[src/rtl/uart_pkg.sv]
// Shared UART definitions: serializer state encoding and the baud-divider
// calculation used for the default bit period.
package uart_pkg;

  typedef enum logic [1:0] {
    ST_IDLE  = 2'd0,
    ST_START = 2'd1,
    ST_DATA  = 2'd2,
    ST_STOP  = 2'd3
  } tx_state_e;

  localparam int unsigned CLK_FREQ  = 50_000_000;
  localparam int unsigned BAUD      = 115_200;
  localparam int unsigned DATA_BITS = 8;

  // Integer sys_clk cycles per UART bit; 50 MHz / 115200 gives 434.
  function automatic int unsigned calc_baud_div(input int unsigned clk_freq,
                                                input int unsigned baud);
    return clk_freq / baud;
  endfunction

endpackage

[src/rtl/sync_fifo.sv]
// Single-clock FIFO with occupancy count; pushes when full and pops when
// empty are ignored, so the level can never leave 0..DEPTH.
module sync_fifo #(
  parameter  int unsigned WIDTH = 8,
  parameter  int unsigned DEPTH = 16,
  localparam int unsigned AW    = $clog2(DEPTH),
  localparam int unsigned LW    = AW + 1
) (
  input  logic             sys_clk,
  input  logic             sys_rst,
  input  logic             push,
  input  logic             pop,
  input  logic [WIDTH-1:0] din,
  output logic [WIDTH-1:0] dout,
  output logic             full,
  output logic             empty,
  output logic [LW-1:0]    level
);

  localparam logic [LW-1:0] FULL_LEVEL = LW'(DEPTH);

  logic [WIDTH-1:0] mem_q [DEPTH];
  logic [AW-1:0]    wr_ptr_q, wr_ptr_d;
  logic [AW-1:0]    rd_ptr_q, rd_ptr_d;
  logic [LW-1:0]    level_q, level_d;
  logic             do_push, do_pop;

  assign full  = (level_q == FULL_LEVEL);
  assign empty = (level_q == '0);
  assign level = level_q;
  assign dout  = mem_q[rd_ptr_q];

  // NOTE: every always_comb output gets a default first so no path leaves it unassigned (no latch).
  always_comb begin
    do_push  = push && !full;
    do_pop   = pop && !empty;
    wr_ptr_d = wr_ptr_q;
    rd_ptr_d = rd_ptr_q;
    level_d  = level_q;
    if (do_push) wr_ptr_d = wr_ptr_q + AW'(1);
    if (do_pop)  rd_ptr_d = rd_ptr_q + AW'(1);
    case ({do_push, do_pop})
      2'b10:   level_d = level_q + LW'(1);
      2'b01:   level_d = level_q - LW'(1);
      default: level_d = level_q;
    endcase
  end

  // NOTE: sequential state is assigned with <= so all flops update from pre-edge values.
  always_ff @(posedge sys_clk) begin
    if (sys_rst) begin
      wr_ptr_q <= '0;
      rd_ptr_q <= '0;
      level_q  <= '0;
    end else begin
      wr_ptr_q <= wr_ptr_d;
      rd_ptr_q <= rd_ptr_d;
      level_q  <= level_d;
    end
  end

  // NOTE: storage has no reset; the pointers and level alone define valid contents.
  always_ff @(posedge sys_clk) begin
    if (!sys_rst && do_push) mem_q[wr_ptr_q] <= din;
  end

endmodule

[src/rtl/uart_tx_buf.sv]
// Buffered 8N1 UART transmitter: a byte FIFO feeding a serializer that
// sends frames back-to-back while bytes remain queued.
module uart_tx_buf
  import uart_pkg::*;
#(
  parameter  int unsigned BAUD_DIV = calc_baud_div(CLK_FREQ, BAUD),
  parameter  int unsigned DEPTH    = 16,
  localparam int unsigned LW       = $clog2(DEPTH) + 1
) (
  input  logic          sys_clk,
  input  logic          sys_rst,
  input  logic          tx_send,
  input  logic [7:0]    tx_data,
  input  logic          clr_overflow,
  output logic          tx_full,
  output logic          tx_empty,
  output logic [LW-1:0] tx_level,
  output logic          tx_busy,
  output logic          tx_overflow,
  output logic          uart_txd
);

  localparam int unsigned   CW        = $clog2(BAUD_DIV);
  localparam logic [CW-1:0] BAUD_LAST = CW'(BAUD_DIV - 1);
  localparam logic [2:0]    LAST_BIT  = 3'(DATA_BITS - 1);

  tx_state_e     state_q, state_d;
  logic [CW-1:0] baud_cnt_q, baud_cnt_d;
  logic [2:0]    bit_cnt_q, bit_cnt_d;
  logic [7:0]    shift_q, shift_d;
  logic          txd_q, txd_d;
  logic          ovf_q, ovf_d;
  logic          fifo_pop;
  logic [7:0]    fifo_dout;
  logic          baud_end;

  sync_fifo #(
    .WIDTH (8),
    .DEPTH (DEPTH)
  ) u_fifo (
    .sys_clk (sys_clk),
    .sys_rst (sys_rst),
    .push    (tx_send),
    .pop     (fifo_pop),
    .din     (tx_data),
    .dout    (fifo_dout),
    .full    (tx_full),
    .empty   (tx_empty),
    .level   (tx_level)
  );

  assign baud_end    = (baud_cnt_q == BAUD_LAST);
  assign tx_busy     = (state_q != ST_IDLE) || !tx_empty;
  assign tx_overflow = ovf_q;
  assign uart_txd    = txd_q;

  always_comb begin
    state_d    = state_q;
    baud_cnt_d = baud_end ? '0 : baud_cnt_q + CW'(1);
    bit_cnt_d  = bit_cnt_q;
    shift_d    = shift_q;
    txd_d      = txd_q;
    fifo_pop   = 1'b0;

    // uart_txd is registered, so it is loaded with the level of the state being entered.
    case (state_q)
      ST_IDLE: begin
        baud_cnt_d = '0;
        txd_d      = 1'b1;
        if (!tx_empty) begin
          fifo_pop = 1'b1;
          shift_d  = fifo_dout;
          state_d  = ST_START;
          txd_d    = 1'b0;
        end
      end
      ST_START: begin
        if (baud_end) begin
          state_d   = ST_DATA;
          bit_cnt_d = '0;
          txd_d     = shift_q[0];
        end
      end
      ST_DATA: begin
        if (baud_end) begin
          if (bit_cnt_q == LAST_BIT) begin
            state_d = ST_STOP;
            txd_d   = 1'b1;
          end else begin
            bit_cnt_d = bit_cnt_q + 3'd1;
            shift_d   = {1'b0, shift_q[7:1]};
            txd_d     = shift_q[1];
          end
        end
      end
      ST_STOP: begin
        if (baud_end) begin
          if (!tx_empty) begin
            fifo_pop = 1'b1;
            shift_d  = fifo_dout;
            state_d  = ST_START;
            txd_d    = 1'b0;
          end else begin
            state_d = ST_IDLE;
            txd_d   = 1'b1;
          end
        end
      end
      default: begin
        state_d = ST_IDLE;
        txd_d   = 1'b1;
      end
    endcase

    // A dropped byte sets the flag even when a clear arrives in the same cycle.
    ovf_d = ovf_q;
    if (tx_send && tx_full) ovf_d = 1'b1;
    else if (clr_overflow)  ovf_d = 1'b0;
  end

  always_ff @(posedge sys_clk) begin
    if (sys_rst) begin
      state_q    <= ST_IDLE;
      baud_cnt_q <= '0;
      bit_cnt_q  <= '0;
      shift_q    <= '0;
      txd_q      <= 1'b1;
      ovf_q      <= 1'b0;
    end else begin
      state_q    <= state_d;
      baud_cnt_q <= baud_cnt_d;
      bit_cnt_q  <= bit_cnt_d;
      shift_q    <= shift_d;
      txd_q      <= txd_d;
      ovf_q      <= ovf_d;
    end
  end

endmodule

[config.mk]
export PLATFORM = sky130hd
export DESIGN_NAME = uart_tx_buf
export DESIGN_NICKNAME = d
export VERILOG_FILES = /design/src/rtl/uart_pkg.sv /design/src/rtl/sync_fifo.sv /design/src/rtl/uart_tx_buf.sv
export SDC_FILE = /design/constraint.sdc
export NUM_CORES = 1
export LEC_CHECK = 0
export CORE_ASPECT_RATIO = 2
export CORE_MARGIN = 8
export CORE_UTILIZATION = 40
export DETAILED_ROUTE_END_ITERATION = 16
export GPL_TIMING_DRIVEN = 0
export SLEW_MARGIN = 20
export SYNTH_ARGS = -nofsm -noshare
export SYNTH_HDL_FRONTEND = slang
export SYNTH_HIERARCHICAL = 1
export SYNTH_SLANG_ARGS = --single-unit
[constraint.sdc]
create_clock -name sys_clk -period 4.1 [get_ports sys_clk]
set_clock_uncertainty 0.1 [all_clocks]
set_input_delay 0.82 -clock sys_clk [delete_from_list [all_inputs] [get_ports sys_clk]]
set_output_delay 0.82 -clock sys_clk [all_outputs]
set_load 0.01 [all_outputs]
## Word-level counts from Yosys, hierarchy flattened

Memories as Yosys holds them, arrays and structs flattened. A register that Yosys moved wholly into a read port is not among the register bits.
Cells that the tools add are included.

| word-level totals | value |
|---|---|
| input port bits | 12 |
| register bits | 37 |
| memories | 1 |
| output and inout port bits | 10 |
| word-level logic and storage cells | 82 |
| bits in writable memories | 128 |

| operators by class | value |
|---|---|
| mux-type cells | 32 |
| reductions and logical operators | 20 |
| eq/ne operators | 14 |
| $add $sub $neg | 6 |

Memory list:

| memory | depth | width | read ports | clocked after memory_dff | write ports | RTL line | text |
|---|---|---|---|---|---|---|---|
| u_fifo.mem_q | 16 | 8 | 1 | 1 | 1 | sync_fifo.sv:22 | `logic [WIDTH-1:0] mem_q [DEPTH];` |

Operator list:

| kind | count |
|---|---|
| 2-to-1 mux 8 bit | 4 |
| one-hot mux 8 bit (3 select lines) | 1 |
| 2-to-1 mux 1 bit | 12 |
| != test 2 bit, second input constant | 6 |
| 2-to-1 mux 2 bit | 5 |
| one-hot mux 5 bit (2 select lines) | 1 |
| adder 9 x 1 -> 9 bit, second input constant | 1 |
| == test 9 bit, second input constant | 1 |
| 2-to-1 mux 3 bit | 3 |
| adder 4 x 1 -> 4 bit, second input constant | 2 |
| 2-to-1 mux 4 bit | 2 |
| one-hot mux 2 bit (4 select lines) | 1 |
| AND reduction 4 bit | 2 |
| nonzero test 2 bit | 4 |
| == test 2 bit, second input constant | 3 |
| one-hot mux 3 bit (2 select lines) | 1 |
| adder 5 x 1 -> 5 bit, second input constant | 1 |
| == test 5 bit, second input constant | 1 |
| zero test 5 bit | 1 |
| AND reduction 5 bit | 1 |
| subtractor 5 x 1 -> 5 bit, second input constant | 1 |
| == test 2 x 1 -> 1 bit, second input constant | 2 |
| logical AND 1 bit | 4 |
| one-hot mux 1 bit (4 select lines) | 1 |
| 9 further kinds | 11 |

## Logic depth before layout (Yosys ltp)

| logic depth | value |
|---|---|
| depth in word-level cells | 7 |
| gate-level depth with buffers | 15 |
| depth with buffers taken out | 15 |

## Hierarchy

The synthesis kept the hierarchy.

Modules (own cells, without submodules):

| module | area each (um^2) | instances | cells each | seq. area each (um^2) |
|---|---|---|---|---|
| sync_fifo | 5781.8 | 1 | 314 | 4184.0 |
| uart_tx_buf | 1308.8 | 1 | 137 | 480.5 |

## Least setup slack after synthesis

OpenSTA, ideal clock, no wires.

| timing | value |
|---|---|
| kind | register -> register |
| start | register baud_cnt_q[0] |
| end | register u_fifo.level_q[4], in the netlist u_fifo/level[4] |
| setup time | 121 ps |
| stages on the path, launching flop included | 15 |
| clock period less this slack | 3215 ps |
| arrival | 2995 ps |
| data required time | 3879 ps |
| buffers on the path | 0 |
| path slack | 885 ps |
| cell sequence | dfxtp_1 ha_1 nand4b_4 nor2_1 a21oi_1 nor3_1 o21ai_4 inv_1 ha_1 inv_1 fa_1 nand2b_1 a21oi_1 mux2i_1 mux2_2 |

| on the way | value |
|---|---|
| longest elaborated chain between the ends | 6 |
| elaborated cells between the ends (all ways) | 8 |
| those cells by class | eq/ne (3); mux (3); reduce/logical (2) |

RTL lines:

| element | RTL line | text |
|---|---|---|
| start, declared | uart_tx_buf.sv:28 | `logic [CW-1:0] baud_cnt_q, baud_cnt_d;` |
| start signal, assigned | uart_tx_buf.sv:131 | `baud_cnt_q <= baud_cnt_d;` |
| == test 9 bit * | uart_tx_buf.sv:52 | `assign baud_end = (baud_cnt_q == BAUD_LAST);` |
| 2-to-1 mux 1 bit * | uart_tx_buf.sv:97 | `if (baud_end) begin` |
| one-hot mux 1 bit (2 select lines) * | uart_tx_buf.sv:66 | `case (state_q)` |
| via fifo_pop | uart_tx_buf.sv:33 | `logic fifo_pop;` |
| logical AND 1 bit * | sync_fifo.sv:36 | `do_pop = pop && !empty;` |
| via u_fifo.do_pop | sync_fifo.sv:26 | `logic do_push, do_pop;` |
| == test 2 x 1 -> 1 bit / == test 2 bit (equally long branches) | sync_fifo.sv:42 | `case ({do_push, do_pop})` |
| one-hot mux 5 bit (2 select lines) / nonzero test 2 bit (equally long branches) | n/a |  |
| end signal, assigned | sync_fifo.sv:58 | `level_q <= level_d;` |
| end, declared | sync_fifo.sv:25 | `logic [LW-1:0] level_q, level_d;` |

The timed path passes the listed nets; every way through them passes the cells marked *.
A chain may end at the register's enable or synchronous reset.

## Worst setup path after layout

Same ends and word-level chain as after synthesis.

==> metrics.txt <==
status finished clean; GPL Wtd Cong 0.752; final cell utilization of the core 46.3%; Die Y 204 um; Post-CTS Setup Bufs 0; IO buf count 20; hpwl dp 9480 um; Slew headroom 54.6%; CTS tree yes; TritonCTS Sinks 169; overall die width 110 um; core area 17600 um^2; largest net degree at the start of global routing 17; post-synth cell types 53; DRC 0; Seq/Total Area, Yosys 65.8%; CP Capture Type register; Rows 69; Synth area leaders edfxtp_1, dfxtp_1, mux4_2; worst slew pin tran 0.681 ns; die area 22500 um^2; RSZ-0062 raised after global routing no; number of global-route vias before repair 3989; GR Overflow Total 0; final wirelength 14100 um; Ys Warns 6; Antenna Violating Nets Remaining 0; Lkg Pwr 2.78 nW; predominant post-synthesis flop cell edfxtp_1; First-pass DRT Iterations 4; Routed wire per std cell 19.7 um; area grow syn2layout 15.0%; crit path kind register to register; Avg Inst Size Synth 15.7 um^2; I/O Pins 22; Mapped Cells 451; largest area contributor in the synthesized netlist edfxtp_1; Setup TNS Final 0 ns; Clk Tree Root Cell clkbuf_16; synthesized area 7090 um^2; CP Data Required Time 4.30 ns; Worst Setup Start Kind register; Initial Util 40.3%; max-slew violations 0; Synth Register Bits 169; cts hold-fix bufs 0; worst-path fanout max 6; final setup fails 0; syn nets 483; Clock transition at path regs 0.06 ns; WP data arrival 3.92 ns; Tcrit/Tclk final 90.8%; first-pass GRT wire length 22500 um; post-CTS resize count 0; Num CTS Buffers 17; CTS H-tree depth 4; final hold vios 0; Async SR Flop Fraction 0%; DRT iter0 DRCs 215; number of synthesized flops with an enable pin 128; Max-cap violations 0; GR Util All Layers 13.5%; antenna violations before repair 0; Hold Crit Class register to register; hold_ws 0.369 ns; fin crit period 3.72 ns; Antenna Cells 0; Achievable Freq 269 MHz; vias per inst 5.35; Layout fillers 1568; Max clock buf depth 2; # nets final 522; fin worst setup slack 0.378 ns; Via Count 3825; post-synth top area share 54.2%; worst vdd ir 0.000364 V; pwr dens 608 nW/um^2; worst slack, placed 0.415 ns; Skew-Pair Late Insertion Delay 0.41 ns; fraction of layout cells with a size suffix above 1 16.5%
report_power, final:
part,switching [mW],total (mW),internal (mW)
registers,0.0712,2.00,1.93
clock network,0.636,1.59,0.959
logic,0.735,1.36,0.622
registers in the layout (all words and copies together) (netlist names), 2 cells and up, named ones only:
register	cells
u_fifo/level	5
baud_cnt_q	9
u_fifo/wr_ptr_q	4
u_fifo/rd_ptr_q	4
state_q	2
u_fifo/mem_q	128
bit_cnt_q	3
shift_q	8
placed cells by master (no fill, tap or decap), types with 5 or more instances in the layout:
master / n
a21oi_1: 16
a22oi_1: 16
a311oi_1: 7
and3_1: 19
buf_2: 5
clkbuf_1: 5
clkbuf_16: 17
clkdlybuf4s50_1: 20
dfxtp_1: 41
edfxtp_1: 128
ha_1: 19
inv_1: 12
inv_6: 5
mux2i_1: 11
mux4_2: 32
nand2_1: 15
nand2b_1: 9
nor2_1: 43
xnor2_1: 7
xor2_1: 8
cell usage after synthesis, types with 3 or more instances:
library cell / instances
mux4_2: 32
a311oi_1: 7
buf_2: 5
inv_1: 12
nand2b_1: 9
nand2_1: 15
o211ai_1: 3
nand3_1: 3
edfxtp_1: 128
and3_1: 19
a21oi_1: 16
ha_1: 19
dfxtp_1: 41
nor2_1: 43
xnor2_1: 7
buf_1: 4
nor2b_1: 4
a22oi_1: 16
nor4_1: 3
xor2_1: 8
clkbuf_1: 5
mux2i_1: 11
buf_4: 3
critical path: stages (launching register included):
cell	delay, ns
dfxtp_1	0.40
ha_1	0.23
nand4b_4	0.16
nor2_1	0.30
a21oi_1	0.12
nor3_1	0.41
o21ai_4	0.14
inv_1	0.09
ha_1	0.26
inv_1	0.10
fa_1	0.40
nand2b_1	0.16
a21oi_1	0.18
mux2i_1	0.23
mux2_2	0.34
worst paths after layout:
| kind | end | slack [ns] | cells after the start | startpoint |
|---|---|---|---|---|
| hold reg to reg | tx_overflow | 0.37 | 2 | tx_overflow |
| setup / recovery | u_fifo/level[4] | 0.38 | 14 | baud_cnt_q[0] |
| hold / removal | tx_overflow | 0.37 | 2 | tx_overflow |
| setup reg to reg | u_fifo/level[4] | 0.38 | 14 | baud_cnt_q[0] |
cell type report:
type / count / area (um^2) / area share, %
Buffer: 21 / 123 / 1.50
Clock buffer: 17 / 425 / 5.22
Clock inverter: 14 / 169 / 2.07
Inverter: 12 / 45.0 / 0.553
Multi-Input combinational cell: 249 / 2260 / 27.7
Sequential cell: 169 / 4660 / 57.2
Tap cell: 213 / 267 / 3.27
Timing Repair Buffer: 20 / 200 / 2.46
layer usage:
layer | GRT usage, % | vias to the layer above | routed length (um)
met4 | 5.22 | 0 | 284
met3 | 3.13 | 16 | 744
met1 | 18.2 | 1895 | 6030
met5 | 0 | - | 0
li1 | - | 1821 | -
met2 | 20.6 | 93 | 6990
logic make-up (layout without fill, tap and decap cells):
logic type	Yosys count	after routing	share of synthesized area (%)
compound gates	59	59	6.21
fa+ha+maj	20	20	3.64
xor+xnor	15	15	1.85
flops	169	169	65.8
mux	44	44	11.9
simple gates	111	111	8.28
buf+inv	33	84	2.36
metrics by stage:
step / instances / power, mW / instance area (um^2)
floorplan: 451 / 3.02 / 7090
global placement: 684 / 3.39 / 7560
detailed placement: 684 / 3.41 / 7560
CTS: 715 / 5.01 / 8150
global route: 715 / 5.21 / 8150
finish: 715 / 4.95 / 8150
(Power assumes the default switching activity.)
